--- config.mk ---
export PLATFORM = sky130hd
export DESIGN_NAME = pc_ras_unit_flat
export DESIGN_NICKNAME = d
export VERILOG_FILES = /design/src/rtl/pc_ras_if.sv /design/src/rtl/pc_ras_unit.sv /design/src/flat_wrapper.sv
export SDC_FILE = /design/constraint.sdc
export NUM_CORES = 1
export LEC_CHECK = 0
export ABC_AREA = 1
export CORE_MARGIN = 10
export CORE_UTILIZATION = 30
export DETAILED_ROUTE_END_ITERATION = 10
export GPL_ROUTABILITY_DRIVEN = 0
export PLACE_DENSITY = 0.56
export SLEW_MARGIN = 10
export SYNTH_ARGS = -nofsm -noshare
export SYNTH_HDL_FRONTEND = slang
export SYNTH_SLANG_ARGS = --single-unit
export TNS_END_PERCENT = 5
--- constraint.sdc ---
create_clock -name clock -period 3.94 [get_ports clock]
set_input_delay 0.394 -clock clock [delete_from_list [all_inputs] [get_ports clock]]
set_output_delay 0.394 -clock clock [all_outputs]
set_load 0.01 [all_outputs]
--- src/rtl/pc_ras_if.sv ---
// pc_ras_if: decode/control to pc_ras_unit bus
// master drives the control and operand fields and receives the PC and RAS view.
// slave is the unit itself.
interface pc_ras_if #(
    parameter int PC_WIDTH  = 32,
    parameter int IMM_WIDTH = 26,
    parameter int OFF_WIDTH = 16,
    parameter int RAS_DEPTH = 8
);
    localparam int CW = $clog2(RAS_DEPTH) + 1;
    logic                 en;
    logic [2:0]           pc_src;
    logic [IMM_WIDTH-1:0] imm;
    logic [OFF_WIDTH-1:0] offset;
    logic [PC_WIDTH-1:0]  jr_target;
    logic                 flag_clear;
    logic [PC_WIDTH-1:0]  pc;
    logic [PC_WIDTH-1:0]  ras_top;
    logic [CW-1:0]        ras_count;
    logic                 ras_overflow;
    logic                 ras_underflow;
    modport master (
        output en, pc_src, imm, offset, jr_target, flag_clear,
        input  pc, ras_top, ras_count, ras_overflow, ras_underflow
    );
    modport slave (
        input  en, pc_src, imm, offset, jr_target, flag_clear,
        output pc, ras_top, ras_count, ras_overflow, ras_underflow
    );
endinterface

--- src/rtl/pc_ras_unit.sv ---
// pc_ras_unit: next-PC select (SEQ/JMP/BR/RET/CALL/JR) with an internal circular return-address stack
// Ports: clock, reset (async, active-high), bus (pc_ras_if.slave).
module pc_ras_unit #(
    parameter int                     PC_WIDTH  = 32,
    parameter int                     IMM_WIDTH = 26,
    parameter int                     OFF_WIDTH = 16,
    parameter int                     RAS_DEPTH = 8,
    parameter logic [PC_WIDTH-1:0]    RESET_PC  = '0
) (
    input logic       clock,
    input logic       reset,
    pc_ras_if.slave   bus
);
    localparam int PW = $clog2(RAS_DEPTH);
    localparam int CW = PW + 1;
    localparam logic [2:0] SEQ = 3'd0, JMP = 3'd1, BR = 3'd2, RET = 3'd3, CALL = 3'd4, JR = 3'd5;
    logic [PC_WIDTH-1:0] stack [RAS_DEPTH];
    logic [PC_WIDTH-1:0] pc, next_pc, seq_pc, jmp_pc, br_pc, top;
    logic [PW-1:0]       tp;
    logic [CW-1:0]       count;
    logic                ovf, unf, empty, full, is_call, is_ret, push, pop;
    always_comb begin
        empty   = count == '0;
        full    = count == CW'(RAS_DEPTH);
        is_call = bus.pc_src == CALL;
        is_ret  = bus.pc_src == RET;
        push    = bus.en && is_call;
        pop     = bus.en && is_ret && !empty;
        top     = empty ? '0 : stack[tp];
        seq_pc  = pc + PC_WIDTH'(1);
        jmp_pc  = {pc[PC_WIDTH-1:IMM_WIDTH], bus.imm};
        br_pc   = pc + PC_WIDTH'($signed(bus.offset));
        next_pc = bus.pc_src == SEQ  ? seq_pc :
                  bus.pc_src == JMP  ? jmp_pc :
                  bus.pc_src == BR   ? br_pc :
                  bus.pc_src == RET  ? (empty ? seq_pc : top) :
                  bus.pc_src == CALL ? jmp_pc :
                  bus.pc_src == JR   ? bus.jr_target : pc;
    end
    // tp addresses the current top; a push when full lands on the oldest slot, which is exactly tp+1.
    always_ff @(posedge clock or posedge reset) begin
        if (reset) begin
            pc    <= RESET_PC;
            tp    <= '0;
            count <= '0;
            ovf   <= 1'b0;
            unf   <= 1'b0;
        end else begin
            if (bus.en) pc <= next_pc;
            tp    <= push ? tp + PW'(1) : pop ? tp - PW'(1) : tp;
            count <= (push && !full) ? count + CW'(1) : pop ? count - CW'(1) : count;
            ovf   <= (push && full) || (ovf && !bus.flag_clear);
            unf   <= (bus.en && is_ret && empty) || (unf && !bus.flag_clear);
        end
    end
    always_ff @(posedge clock)
        if (push) stack[tp + PW'(1)] <= seq_pc;
    assign bus.pc            = pc;
    assign bus.ras_top       = top;
    assign bus.ras_count     = count;
    assign bus.ras_overflow  = ovf;
    assign bus.ras_underflow = unf;
endmodule

--- src/flat_wrapper.sv ---
// flat-port wrapper written by rule: the top's interface ports become plain ports
module pc_ras_unit_flat 
#(
    parameter int                     PC_WIDTH  = 32,
    parameter int                     IMM_WIDTH = 26,
    parameter int                     OFF_WIDTH = 16,
    parameter int                     RAS_DEPTH = 8,
    parameter logic [PC_WIDTH-1:0]    RESET_PC  = '0
)
  (clock, reset, bus_en, bus_pc_src, bus_imm, bus_offset, bus_jr_target, bus_flag_clear, bus_pc, bus_ras_top, bus_ras_count, bus_ras_overflow, bus_ras_underflow);
  pc_ras_if #(.PC_WIDTH(PC_WIDTH), .IMM_WIDTH(IMM_WIDTH), .OFF_WIDTH(OFF_WIDTH), .RAS_DEPTH(RAS_DEPTH)) bus_i ();
  input logic clock;
  input logic reset;
  input wire logic [$bits(bus_i.en)-1:0] bus_en;
  input wire logic [$bits(bus_i.pc_src)-1:0] bus_pc_src;
  input wire logic [$bits(bus_i.imm)-1:0] bus_imm;
  input wire logic [$bits(bus_i.offset)-1:0] bus_offset;
  input wire logic [$bits(bus_i.jr_target)-1:0] bus_jr_target;
  input wire logic [$bits(bus_i.flag_clear)-1:0] bus_flag_clear;
  output wire logic [$bits(bus_i.pc)-1:0] bus_pc;
  output wire logic [$bits(bus_i.ras_top)-1:0] bus_ras_top;
  output wire logic [$bits(bus_i.ras_count)-1:0] bus_ras_count;
  output wire logic [$bits(bus_i.ras_overflow)-1:0] bus_ras_overflow;
  output wire logic [$bits(bus_i.ras_underflow)-1:0] bus_ras_underflow;
  assign bus_i.en = bus_en;
  assign bus_i.pc_src = bus_pc_src;
  assign bus_i.imm = bus_imm;
  assign bus_i.offset = bus_offset;
  assign bus_i.jr_target = bus_jr_target;
  assign bus_i.flag_clear = bus_flag_clear;
  assign bus_pc = bus_i.pc;
  assign bus_ras_top = bus_i.ras_top;
  assign bus_ras_count = bus_i.ras_count;
  assign bus_ras_overflow = bus_i.ras_overflow;
  assign bus_ras_underflow = bus_i.ras_underflow;
  pc_ras_unit #(.PC_WIDTH(PC_WIDTH), .IMM_WIDTH(IMM_WIDTH), .OFF_WIDTH(OFF_WIDTH), .RAS_DEPTH(RAS_DEPTH), .RESET_PC(RESET_PC)) u_core (.clock(clock), .reset(reset), .bus(bus_i));
endmodule
* Word level (Yosys, flattened, before mapping)
Memory sizes are Yosys's and may differ from the RTL's.
Index checks and enable logic that the tools add are counted.
** Word-level totals
- Word-level logic and storage cells :: 56
- RAM bits :: 256
- Memories kept :: 1
- Input port bits :: 81
- Register bits :: 41
- Output and inout port bits :: 70
** Operators by class
- Add/sub/neg operators :: 6
- Equal/unequal tests :: 8
- Muxes and demuxes :: 14
- Reduce and logical (&&, ||, !) cells :: 21
** Memory list
- u_core.stack :: depth 8, bits a word 32, rd ports 1, clocked after Yosys merged registers in 0, wr ports 1, line pc_ras_unit.sv:17 : logic [PC_WIDTH-1:0] stack [RAS_DEPTH];
** Operators by type and width (number)
- 2-to-1 mux 32 bit :: 8
- adder 32 x 1 -> 32 bit (second input constant) :: 1
- adder 32 bit :: 1
- logical AND 1 bit :: 8
- 2-to-1 mux 4 bit :: 2
- == test 3 x 2 -> 1 bit (second input constant) :: 2
- == test 3 bit (second input constant) :: 2
- 2-to-1 mux 3 bit :: 2
- nonzero test 6 bit :: 1
- adder 4 x 1 -> 4 bit (second input constant) :: 1
- == test 4 bit (second input constant) :: 1
- zero test 4 bit :: 1
- != test 4 bit (second input constant) :: 1
- AND reduction 4 bit :: 1
- nonzero test 2 bit :: 2
- nonzero test 4 bit :: 1
- subtractor 4 x 1 -> 4 bit (second input constant) :: 1
- adder 3 x 1 -> 3 bit (second input constant) :: 1
- == test 3 x 1 -> 1 bit (second input constant) :: 1
- zero test 1 bit :: 3
- zero test 3 bit :: 1
- subtractor 3 x 1 -> 3 bit (second input constant) :: 1
- logical OR 1 bit :: 2
- 2-to-1 mux 1 bit :: 2
- other kinds (2) :: 2

* Depth between registers and ports, before layout
Gate-level depths: netlist of run 1.
- Depth after elaboration :: 7
- Gate-level depth with buffers :: 17
- Gate-level depth less buffers :: 16

* Worst setup path before layout of run 1
No wires, ideal clock.
- Path kind :: reg-to-reg
- Start point :: reg u_core.tp[0]
- End point :: mem u_core.stack[0][0], enable pin
- Path slack :: 0.717 ns
- Required time :: 3.519 ns
- Buffers on the path :: 4
- Arrival :: 2.802 ns
- Cell stages (with the launch flop) :: 10
- Period minus slack after synthesis :: 3.223 ns
- Setup time :: 0.421 ns
- Cell sequence :: dfrtp_1 buf_4 inv_2 buf_6 buf_4 buf_2 ha_1 inv_1 nand2_1 nor2_1
** Between the ends
- Word-level cells in the longest chain between the ends :: 1
** RTL lines
- start, declared :: line pc_ras_unit.sv:19 : logic [PW-1:0] tp;
- start signal, assigned :: line pc_ras_unit.sv:50 : tp <= push ? tp + PW'(1) : pop ? tp - PW'(1) : tp;
- adder 3 x 1 -> 3 bit :: line pc_ras_unit.sv:57 : if (push) stack[tp + PW'(1)] <= seq_pc;
- end, declared :: line pc_ras_unit.sv:17
Every way passes these cells.

* Worst setup path in the final report of run 1
- Start point :: reg u_core.tp[1]
- End point :: out bus_ras_top[1]
** Between the ends
- Word-level cells in the longest chain between the ends :: 2
** RTL lines
- memory read (8 x 32 bit)
- 2-to-1 mux 32 bit :: line pc_ras_unit.sv:29 : top = empty ? '0 : stack[tp];
- end, declared :: line flat_wrapper.sv:21 : output wire logic [$bits(bus_i.ras_top)-1:0] bus_ras_top;
Every way passes these cells.

==> results of run 1 <==
-- logic make-up (layout without fill, tap and decap cells) --
logic type | after synthesis | after routing | synth area share, %
muxes | 2 | 2 | 0.124
xor gates and xnor gates | 32 | 32 | 1.77
buffers and inverters | 314 | 479 | 7.89
DFF | 297 | 297 | 50.8
AOI/OAI and AO/OA | 330 | 330 | 11.0
and+or+nand+nor | 1042 | 1042 | 25.5
adders and majority gates | 38 | 38 | 2.86
-- per-layer routing --
layer,vias up,GRT usage [%]
met4,0,7.60
met2,640,28.5
li1,7126,-
met3,141,2.68
met5,-,0
met1,7063,22.8
-- worst paths after layout --
| path | startpoint | end | slack [ns] | cells after the start |
|---|---|---|---|---|
| worst max-delay path | u_core.tp[1]$_DFFE_PP0P_ | bus_ras_top[1] | 0.20 | 6 |
| worst min-delay path | reset | u_core.bus.ras_underflow$_DFF_PP0_ | 0.38 | 2 |
| worst max register to register | u_core.bus.ras_count[0]$_DFFE_PP0P_ | u_core.bus.pc[23]$_DFFE_PP0P_ | 1.09 | 13 |
| worst min register to register | u_core.bus.ras_underflow$_DFF_PP0_ | u_core.bus.ras_underflow$_DFF_PP0_ | 0.54 | 2 |
| max in group asynchronous | reset | u_core.tp[0]$_DFFE_PP0P_ | 2.83 | 2 |
| min in group clock | bus_flag_clear | u_core.bus.ras_underflow$_DFF_PP0_ | 0.46 | 2 |
-- cell usage in the layout, fill, tap and decap left out, types with 8 or more instances in the layout --
master | Yosys | layout
a21oi_1 | 50 | 50
a31oi_1 | 9 | 9
and2_1 | 9 | 9
buf_12 | 0 | 9
buf_4 | 15 | 39
clkbuf_1 | 22 | 10
clkbuf_16 | 0 | 31
clkdlybuf4s50_1 | 0 | 150
dfrtp_1 | 41 | 38
edfxtp_1 | 256 | 256
ha_1 | 36 | 36
inv_1 | 219 | 218
nand2_1 | 555 | 555
nand3_1 | 148 | 147
nand4_1 | 18 | 18
nor2_1 | 268 | 260
nor2_2 | 9 | 8
nor2_4 | 7 | 16
o211ai_1 | 29 | 29
o211ai_2 | 8 | 8
o21ai_0 | 174 | 174
o21ai_1 | 24 | 24
o22ai_1 | 15 | 15
xnor2_1 | 9 | 9
xor2_1 | 20 | 20
-- power by group through the flow --
stage	combinational, mW	sequential, mW	clock, mW
after floorplan	3.38	4.00	0
after global placement	5.82	4.12	0
after detailed placement	5.86	4.12	0
after CTS	5.88	4.05	2.80
after global routing	6.46	4.08	2.92
final	5.86	4.06	2.76
-- worst max-delay path, stage by stage, from the launching register on --
cell,delay (ns)
dfrtp_2,0.83
buf_12,0.30
o21ai_0,0.10
o21ai_0,0.18
o21ai_1,0.08
nor2_1,0.60
clkdlybuf4s50_1,0.68
-- metrics by stage --
step / total power [mW] / instance area [um2]
after global routing: 13.5 / 20600
final: 12.7 / 20600
after global placement: 9.93 / 19600
after detailed placement: 9.98 / 19600
after CTS: 12.7 / 20600
after floorplan: 7.38 / 17100
-- flip-flops by register name, summed over array words and instances, names as in the netlist --
name,count
u_core.bus.pc,32
u_core.bus.ras_count,4
u_core.bus.ras_overflow,1
u_core.bus.ras_underflow,1
u_core.stack,256
u_core.tp,3
-- final cells by class --
type                            instances  area, um2  area share, %
Multi-Input combinational cell       1444       7150           34.7
Sequential cell                       297       8720           42.4
Clock buffer                           41        813           3.95
Inverter                              227        853           4.15
Timing Repair Buffer                  198       1970           9.60
Clock inverter                         13        119          0.578
Tap cell                              756        946           4.60
==> impl_metrics.tcl, run 1 <==
set metrics [dict create \
    cp-end-kind "primary output" \
    cts_resized 0 \
    grt_first_pass_wirelength_mm 90.9 \
    insertion_delay_ns 0.57 \
    clkSinkCount 297 \
    met2_length_mm 27.8 \
    wl_per_cell_um 20.4 \
    ys_async_sr_fraction_pct 13.8 \
    met3_length_mm 4.12 \
    power_density_nw_per_um2 616 \
    h-tree-depth 1 \
    finalCritPeriodShare_pct 94.9 \
    drive_above_1_share_pct 6.94 \
    io_pins 151 \
    max_freq_mhz 267 \
    yosysWarnings 0 \
    area_delta_synth_final_pct 20.0 \
    nFillCells 5774 \
    wl_met1_mm 26.0 \
    final_util_pct 36.4 \
    worstSetupPathType "reg2out" \
    relSlewSlack_pct 25.4 \
    intPower_mw 7.39 \
    min_path_type "in2async" \
    num_vias 14970 \
    nets 2317 \
    layout.cells.non_filler 2976 \
    grt_max_degree 71 \
    place_inst 2922 \
    globalRouteTotalUtil_pct 17.5 \
    synthCells 2055 \
    run_status "finished clean" \
    crit_required_ns 3.55 \
    drc_errors 0 \
    port_buffers 150 \
    yosysTopAreaCell "edfxtp_1" \
    core_um2 56500 \
    finalSetupTns_ns 0 \
    grt_pass1_vias 14470 \
    ys_types 48 \
    maxCapViolations 0 \
    synthesis.area_um2 17100 \
    fp.dieW_um 259 \
    cts_tree "yes" \
    highest_layer "met4" \
    dr.first_iter.drc_count 1301 \
    cts_made_buffers 30 \
    synth_commonest_cells "555 x nand2_1, 268 x nor2_1, 256 x edfxtp_1, 219 x inv_1, 174 x o21ai_0" \
    vias_per_cell 5.03 \
    post-synth-top-count-cell "nand2_1" \
    hold_ws_ns 0.383 \
    critPathArrivalTime_ns 3.34 \
    p_comb_share_pct 46.2 \
    synth_area_leaders "edfxtp_1 45%, nand2_1 12%, dfrtp_1 6.0%" \
    grt-ovfl-total 0 \
    drv_slew 0 \
    synth-main-ff-cell "edfxtp_1" \
    first_pass_iters 6 \
    switchingPower_mw 5.29 \
    clock_path_buffers 3 \
    ant_nets 0 \
    crit_fanout 38 \
    hold_viol_final 0 \
    antenna_found_initial 0 \
    hold_buffers 0 \
    clkTransAtPathRegs_ns 0.06 \
    rows 87 \
    wl_mm 60.6 \
    diodes 0 \
    period_minus_slack_ns 3.74 \
    avgSynthCellArea_um2 8.34 \
    post-place-ws_ns 0.541 \
    cts_root_buf "clkbuf_16" \
    worst_slack_ns 0.202 \
    critPathLaunchType "flip-flop" \
    setup_viol 0 \
    yosysTopAreaCellShare_pct 44.8 \
    start_util_pct 30.3 \
    synth_nets 2174 \
    synth_edf_count 256 \
    ys_ff_latch 297 \
    fp.dieH_um 259 \
    p_leak_nw 8.52 \
    dpl.hpwl_mm 43.1 \
    seqPwrFrac_pct 32.0 \
    worst_pin_slew_ns 1.11 \
    rsz0062_at_grt "no" \
    ir_drop_v 0.000356 \
    yosysSeqAreaShare_pct 50.8 \
    switching_share_pct 41.8 \
    clock_power_share_pct 21.7 \
    die_area_um2 67100 \
    postCtsSetupBuffers 0 \
    skew_ns 0.0239 \
]
No activity file was read; power rests on OpenSTA's default activity.
==> inputs of run 2 (changes only) <==
--- a/config.mk
+++ b/config.mk
@@ -11,6 +11,7 @@
 export DETAILED_ROUTE_END_ITERATION = 10
 export GPL_ROUTABILITY_DRIVEN = 0
 export PLACE_DENSITY = 0.56
+export SKIP_LAST_GASP = 1
 export SLEW_MARGIN = 10
 export SYNTH_ARGS = -nofsm -noshare
 export SYNTH_HDL_FRONTEND = slang
==> results of run 2 <==
Same layout as run 1: the final DEF is identical, and so are final timing and power.
